$ cat src/rtl/sprite_compositor_pkg.sv
// Shared types and defaults for the sprite compositor.
// Holds the colour/position types and the animation-frame base-address helper.
package sprite_compositor_pkg;

    typedef logic [23:0] rgb_t;

    typedef struct packed {
        logic [9:0] x;
        logic [9:0] y;
        logic       en;
        logic [1:0] frame;
    } spr_pos_t;

    localparam rgb_t       KEY_RGB_DEF = 24'h000000;
    localparam int         CLIP_X_DEF  = 405;
    localparam int unsigned PIX_DEF    = 26 * 26;

    // Start address of an animation frame inside one channel's sprite ROM.
    function automatic logic [31:0] frame_base(input logic [1:0] frame,
                                               input int unsigned pix_per_frame = PIX_DEF);
        return 32'(frame) * pix_per_frame;
    endfunction

endpackage

$ cat src/rtl/sprite_compositor_channel.sv
// One sprite channel: frame-shadowed position, stage-1 hit test and ROM
// address generation, plus the hit flag delayed to line up with ROM data.
module sprite_channel
    import sprite_compositor_pkg::*;
#(
    parameter int SPR_W  = 26,
    parameter int SPR_H  = 26,
    parameter int ADDR_W = 12
) (
    input  logic              clk,
    input  logic              rst,
    input  logic              frame_start,
    input  logic [9:0]        draw_x,
    input  logic [9:0]        draw_y,
    input  spr_pos_t          pos,
    output logic [ADDR_W-1:0] rom_addr,
    output logic              hit_d2
);

    localparam int unsigned PIX = SPR_W * SPR_H;

    spr_pos_t    shadow;
    logic [10:0] x_end;
    logic [10:0] y_end;
    logic [10:0] dx;
    logic [10:0] dy;
    logic        hit;
    logic        hit_d1;

    always_ff @(posedge clk or posedge rst) begin
        if (rst)
            shadow <= '0;
        else if (frame_start)
            shadow <= pos;
    end

    // 11-bit sums so a sprite near the right/bottom edge clips instead of wrapping.
    assign x_end = {1'b0, shadow.x} + 11'(SPR_W);
    assign y_end = {1'b0, shadow.y} + 11'(SPR_H);
    assign dx    = {1'b0, draw_x} - {1'b0, shadow.x};
    assign dy    = {1'b0, draw_y} - {1'b0, shadow.y};

    assign hit = shadow.en
               && (draw_x >= shadow.x) && ({1'b0, draw_x} < x_end)
               && (draw_y >= shadow.y) && ({1'b0, draw_y} < y_end);

    always_ff @(posedge clk or posedge rst) begin
        if (rst) begin
            rom_addr <= '0;
            hit_d1   <= 1'b0;
            hit_d2   <= 1'b0;
        end else begin
            if (hit)
                rom_addr <= ADDR_W'(frame_base(shadow.frame, PIX))
                          + ADDR_W'(dy) * ADDR_W'(SPR_W)
                          + ADDR_W'(dx);
            hit_d1 <= hit;
            hit_d2 <= hit_d1;
        end
    end

endmodule

$ cat src/rtl/sprite_compositor.sv
// N-channel sprite compositor: per-channel ROM lookup, colour-key priority mux,
// right-edge clipping and per-frame player collision flags. DrawX -> RGB is 3 Clk.
module sprite_compositor
    import sprite_compositor_pkg::*;
#(
    parameter int   NCH     = 4,
    parameter int   SPR_W   = 26,
    parameter int   SPR_H   = 26,
    parameter int   NFRAMES = 4,
    parameter int   ADDR_W  = 12,
    parameter int   CLIP_X  = CLIP_X_DEF,
    parameter rgb_t KEY_RGB = KEY_RGB_DEF
) (
    input  logic                       Clk,
    input  logic                       Reset,
    input  logic                       frame_start,
    input  logic [9:0]                 DrawX,
    input  logic [9:0]                 DrawY,
    input  logic                       blank,
    input  logic [23:0]                bg_rgb,
    input  logic [NCH-1:0][9:0]        spr_x,
    input  logic [NCH-1:0][9:0]        spr_y,
    input  logic [NCH-1:0]             spr_en,
    input  logic [NCH-1:0][1:0]        spr_frame,
    output logic [NCH-1:0][ADDR_W-1:0] rom_addr,
    input  logic [NCH-1:0][23:0]       rom_data,
    output logic [7:0]                 Red,
    output logic [7:0]                 Green,
    output logic [7:0]                 Blue,
    output logic [NCH-1:0]             collide,
    output logic                       collide_valid
);

    localparam logic [10:0]    CLIP_X_L  = 11'(CLIP_X);
    localparam logic [NCH-1:0] NOT_PLAYER = ~NCH'(1);

    if (ADDR_W < $clog2(NFRAMES * SPR_W * SPR_H)) begin : g_addr_check
        $error("ADDR_W too narrow for NFRAMES*SPR_W*SPR_H");
    end

    logic [NCH-1:0] hit_d2;
    spr_pos_t       pos [NCH];

    for (genvar i = 0; i < NCH; i++) begin : g_ch
        assign pos[i] = '{x: spr_x[i], y: spr_y[i], en: spr_en[i], frame: spr_frame[i]};

        sprite_channel #(
            .SPR_W (SPR_W),
            .SPR_H (SPR_H),
            .ADDR_W(ADDR_W)
        ) u_ch (
            .clk        (Clk),
            .rst        (Reset),
            .frame_start(frame_start),
            .draw_x     (DrawX),
            .draw_y     (DrawY),
            .pos        (pos[i]),
            .rom_addr   (rom_addr[i]),
            .hit_d2     (hit_d2[i])
        );
    end

    logic blank_d1, blank_d2;
    logic clip_d1, clip_d2;
    rgb_t bg_d1, bg_d2;

    always_ff @(posedge Clk or posedge Reset) begin
        if (Reset) begin
            blank_d1 <= 1'b0;
            blank_d2 <= 1'b0;
            clip_d1  <= 1'b0;
            clip_d2  <= 1'b0;
            bg_d1    <= '0;
            bg_d2    <= '0;
        end else begin
            blank_d1 <= blank;
            blank_d2 <= blank_d1;
            clip_d1  <= ({1'b0, DrawX} >= CLIP_X_L);
            clip_d2  <= clip_d1;
            bg_d1    <= bg_rgb;
            bg_d2    <= bg_d1;
        end
    end

    logic [NCH-1:0] opaque;
    logic [NCH-1:0] col_now;
    logic           visible;
    rgb_t           pix;

    always_comb begin
        opaque  = '0;
        col_now = '0;
        visible = blank_d2 && !clip_d2;
        pix     = bg_d2;
        for (int i = 0; i < NCH; i++)
            opaque[i] = hit_d2[i] && (rom_data[i] != KEY_RGB);
        // Walk from lowest priority up so the lowest opaque index wins.
        for (int i = NCH - 1; i >= 0; i--)
            if (opaque[i])
                pix = rom_data[i];
        if (!visible)
            pix = '0;
        for (int i = 1; i < NCH; i++)
            col_now[i] = visible && opaque[0] && opaque[i];
    end

    logic [NCH-1:0] acc;

    always_ff @(posedge Clk or posedge Reset) begin
        if (Reset) begin
            Red           <= '0;
            Green         <= '0;
            Blue          <= '0;
            acc           <= '0;
            collide       <= '0;
            collide_valid <= 1'b0;
        end else begin
            {Red, Green, Blue} <= pix;
            collide_valid      <= frame_start;
            // A collision on the frame_start cycle lands in the fresh accumulator.
            if (frame_start) begin
                collide <= acc & NOT_PLAYER;
                acc     <= col_now;
            end else begin
                acc     <= acc | col_now;
            end
        end
    end

endmodule

$ cat config.mk
export PLATFORM = sky130hd
export DESIGN_NAME = sprite_compositor
export DESIGN_NICKNAME = d
export VERILOG_FILES = /design/src/rtl/sprite_compositor_pkg.sv /design/src/rtl/sprite_compositor_channel.sv /design/src/rtl/sprite_compositor.sv
export SDC_FILE = /design/constraint.sdc
export NUM_CORES = 1
export LEC_CHECK = 0
export CORE_AREA = 2 2 216 218
export DETAILED_ROUTE_END_ITERATION = 6
export DIE_AREA = 0 0 218 220
export PLACE_DENSITY = 0.65
export SETUP_SLACK_MARGIN = 0.1
export SLEW_MARGIN = 40
export SYNTH_ARGS = -nofsm -noshare
export SYNTH_HDL_FRONTEND = slang
export SYNTH_HIERARCHICAL = 1
export SYNTH_SLANG_ARGS = --single-unit
$ cat constraint.sdc
create_clock -name Clk -period 7.15 [get_ports Clk]
set_input_delay 1.7875 -clock Clk [delete_from_list [all_inputs] [get_ports Clk]]
set_output_delay 1.7875 -clock Clk [all_outputs]
set_load 0.1 [all_outputs]
==> run summary <==
Run status: complete, no violations
VDD IR-drop max: 0.8911 mV
Synth area leader: dfrtp_1
Inst Count DP: 3081
Nets: 3081
Startpoint types: input pin
Ys flop type: dfrtp_1
DR WL/cell: 19.33 um
Async set or reset register ratio after synthesis: 100.0%
Post-synthesis xor/xnor area fraction: 9.036%
Initial antenna violation count: 9
Worst Setup EP: g_ch[1].u_ch/rom_addr[11]
Synth top area share: 28.44%
Max Cap Viol: 0
Vias/cell: 5.357
Post-CTS setup buffer count: 0
# hold bufs at CTS: 0
Routed Antenna Nets: 0
Leakage: 12.39 nW
Tcrit/Tclk final: 93.47%
# clock sinks: 231
Gr ovfl total: 0
First-pass GRT wire length: 94.03 mm
Ys Warns: 6
Worst Tran Pin Value: 0.7791 ns
Global placement routability congestion: 0.9299
Area of the core: 0.04586 mm2
Compound-Gate Fraction of Synth Area: 18.00%
DRT iter0 DRCs: 1034
Filler cells: 4151
Worst-case clock buffer depth: 3
Gr usage total: 25.13%
Number of synthesized flops with an enable pin: 0
Cts bufs inserted: 29
Hold WC Path Type: flip-flop to flip-flop
Row count: 79
Reg2reg end: g_ch[1].u_ch/rom_addr[11]
Synth Cell Area: 0.02033 mm2
Power density over cell area: 538.7 mW/mm2
CTS clk-pin slew, worst paths: 0.06 ns
Full die area: 0.04796 mm2
Chip width: 218 um
Post_cts resized: 0
Largest net degree at the start of global routing: 84
Area grow syn2layout: 25.11%
CP Max Fanout: 10
Buffers added on ports: 311
Drt drc: 0
Mux contribution to synthesized area: 3.896%
I/O Pins: 313
Pre-CTS setup slack: -0.1202 ns
Critical Path RT: 7.61 ns
Max Clk Rate: 149.6 MHz
Most common cell after layout, fill and taps aside: inv_1
Share of layout cells above drive strength 1: 13.85%
Worst setup startpoint: DrawY[1]
Seq cells post-synth: 231
Post-DP HPWL: 48.79 mm
Net Count, Synth: 2679
Min Tclk post-route: 6.683 ns
RSZ-0062 raised after global routing: false
Flop-to-flop setup slack: 1.88 ns
Count of different cell masters after synthesis: 85
Final hold slack: 0.3409 ns
Worst reg2reg path startpoint: g_ch[1].u_ch/shadow[4]
Worst slew margin: 47.76%
Slew Limit Fails: 0
Via count: 16820
Worst Reg2Reg Path Length in Cells: 25
Initial core utilization: 44.32%
Synth area leaders: dfrtp_1, ha_1, fa_1, xnor2_1, inv_1
Drt total wl: 60.68 mm
WP data arrival: 7.14 ns
CTS tree: built
Crit Path Class: input pin to flip-flop
Clock root buffer: clkbuf_16
Simple-gate share of the synthesized area: 9.848%
Setup violators final: 0
Post-Syn Instances: 2103
Number of global-route vias before repair: 17280
Worst-skew pair later-pin latency: 0.58 ns
Largest family of logic cells by synthesized area: adder cells
H-tree levels: 1
Avg Cell Area, Syn: 9.666 um2
Die Y: 220 um
Post-route insts no fill: 3139
Synth Area in Adders: 23.44%
Commonest non-fill, non-tap cells in the layout: inv_1, ha_1, clkdlybuf4s50_1
Fin Clk Skew: 0.01318 ns
Sequential fraction of the synthesis area: 28.44%
Final Hold Vio Count: 0
First drt pass iteration count: 5
Worst setup EP type: flip-flop
Final WS setup: 0.4671 ns
-- stage by stage --
step	power [mW]	cell area (um2)	utilization (%)	setup TNS (ns)
2_1_floorplan	9.210	20330	-	0
3_3_place_gp	12.16	24760	53.98	-0.07817
3_5_place_dp	12.18	24400	53.20	-0.4640
4_1_cts	13.86	25410	55.41	0
5_1_grt	15.08	25420	55.43	0
6_report	13.70	25430	55.45	0
-- flip-flops by register name, indices dropped and copies added, names as in the netlist --
signal	flops
blank_d2	1
g_ch.u_ch/rom_addr	48
bg_d2	24
clip_d2	1
bg_d1	24
g_ch.u_ch/hit_d1	4
acc	3
Green	8
collide	3
Blue	8
Red	8
g_ch.u_ch/shadow	92
clip_d1	1
collide_valid	1
g_ch.u_ch/hit_d2	4
blank_d1	1
-- cells by family (layout without fill, tap and decap cells) --
kind of cell | count (synthesis) | in the layout
AOI/OAI and AO/OA | 521 | 521
xor gates and xnor gates | 200 | 200
adders and majority gates | 340 | 340
buffers and inverters | 370 | 794
DFF | 231 | 231
muxes | 64 | 64
other | 1 | 6
and+or+nand+nor | 376 | 376
-- synth_stat cells, drive strengths merged, types with 3 or more instances --
cell type  count
o41ai          4
a21oi        107
buf           27
a31oi         31
or3            9
a221oi        38
nor2b         41
a2111oi        6
xnor2        144
o21a          22
a21o          85
nand2        135
o22ai          7
o32ai          7
mux2          55
nand4         27
o21bai        20
xnor3          4
nor2          62
o21ai        119
mux2i          9
ha           272
o2111ai        3
a41oi          4
o221a         17
o31ai          3
nand2b        15
a32oi          4
nand3         19
o211ai         9
xor2          52
dfrtp        231
fa            68
o221ai         4
inv          311
a311oi         3
a211oi        15
nor3          22
nor4          26
and2          11
clkbuf        32
-- critical path: stages --
cell and delay [ns]:
clkdlybuf4s50_1 0.45, buf_4 0.24, ha_1 0.28, nor2b_1 0.15, o31a_1 0.27, o21a_1 0.18
nor2_1 0.16, xnor2_1 0.17, inv_1 0.09, fa_1 0.53, inv_1 0.04, ha_1 0.29
nor2b_1 0.13, o21ai_0 0.14, nand2b_1 0.09, a21o_1 0.19, a21oi_1 0.17, xnor2_1 0.10
fa_1 0.38, xnor2_1 0.15, xnor2_1 0.13, or3_1 0.30, nand2_1 0.08, xnor3_1 0.22
xnor2_1 0.13, mux2_4 0.25
-- routing by layer --
layer | track usage [%] | routed length, um | up-vias
met5 | 0 | 38 | -
met4 | 10.11 | 2554 | 6
met3 | 4.182 | 3678 | 117
met2 | 43.17 | 28390 | 516
met1 | 31.38 | 26020 | 8055
li1 | - | - | 8123
-- power by group --
group          switching [mW]  internal [mW]  total, mW
Clock                   0.611          0.944       1.55
Combinational            5.46           5.04       10.5
Sequential              0.127           1.52       1.65
Total                    6.19           7.51       13.7
-- layout make-up --
class                   count  area, um2  area share, %
inverters                 311       1169          4.595
clock buffers              41      860.8          3.385
diodes                      5      12.51        0.04920
repair buffers            430       3633          14.29
well taps                 607      759.5          2.986
clock inverters            12      152.6         0.6002
flip-flops and latches    231       5781          22.73
multi-input cells        1502      13070          51.37
-- how the worst min path moves through the flow --
| stage | cells past startpoint | endpoint | startpoint |
|---|---|---|---|
| 3_5_place_dp | 0 | bg_d2[11] | bg_d1[11] |
| 6_report | 0 | bg_d2[7] | bg_d1[7] |
| 2_1_floorplan | 0 | bg_d2[0] | bg_d1[0] |
| 5_1_grt | 0 | bg_d2[14] | bg_d1[14] |
| 4_1_cts | 0 | bg_d2[7] | bg_d1[7] |
| 3_3_place_gp | 0 | bg_d2[9] | bg_d1[9] |
(Power assumes the default switching activity.)
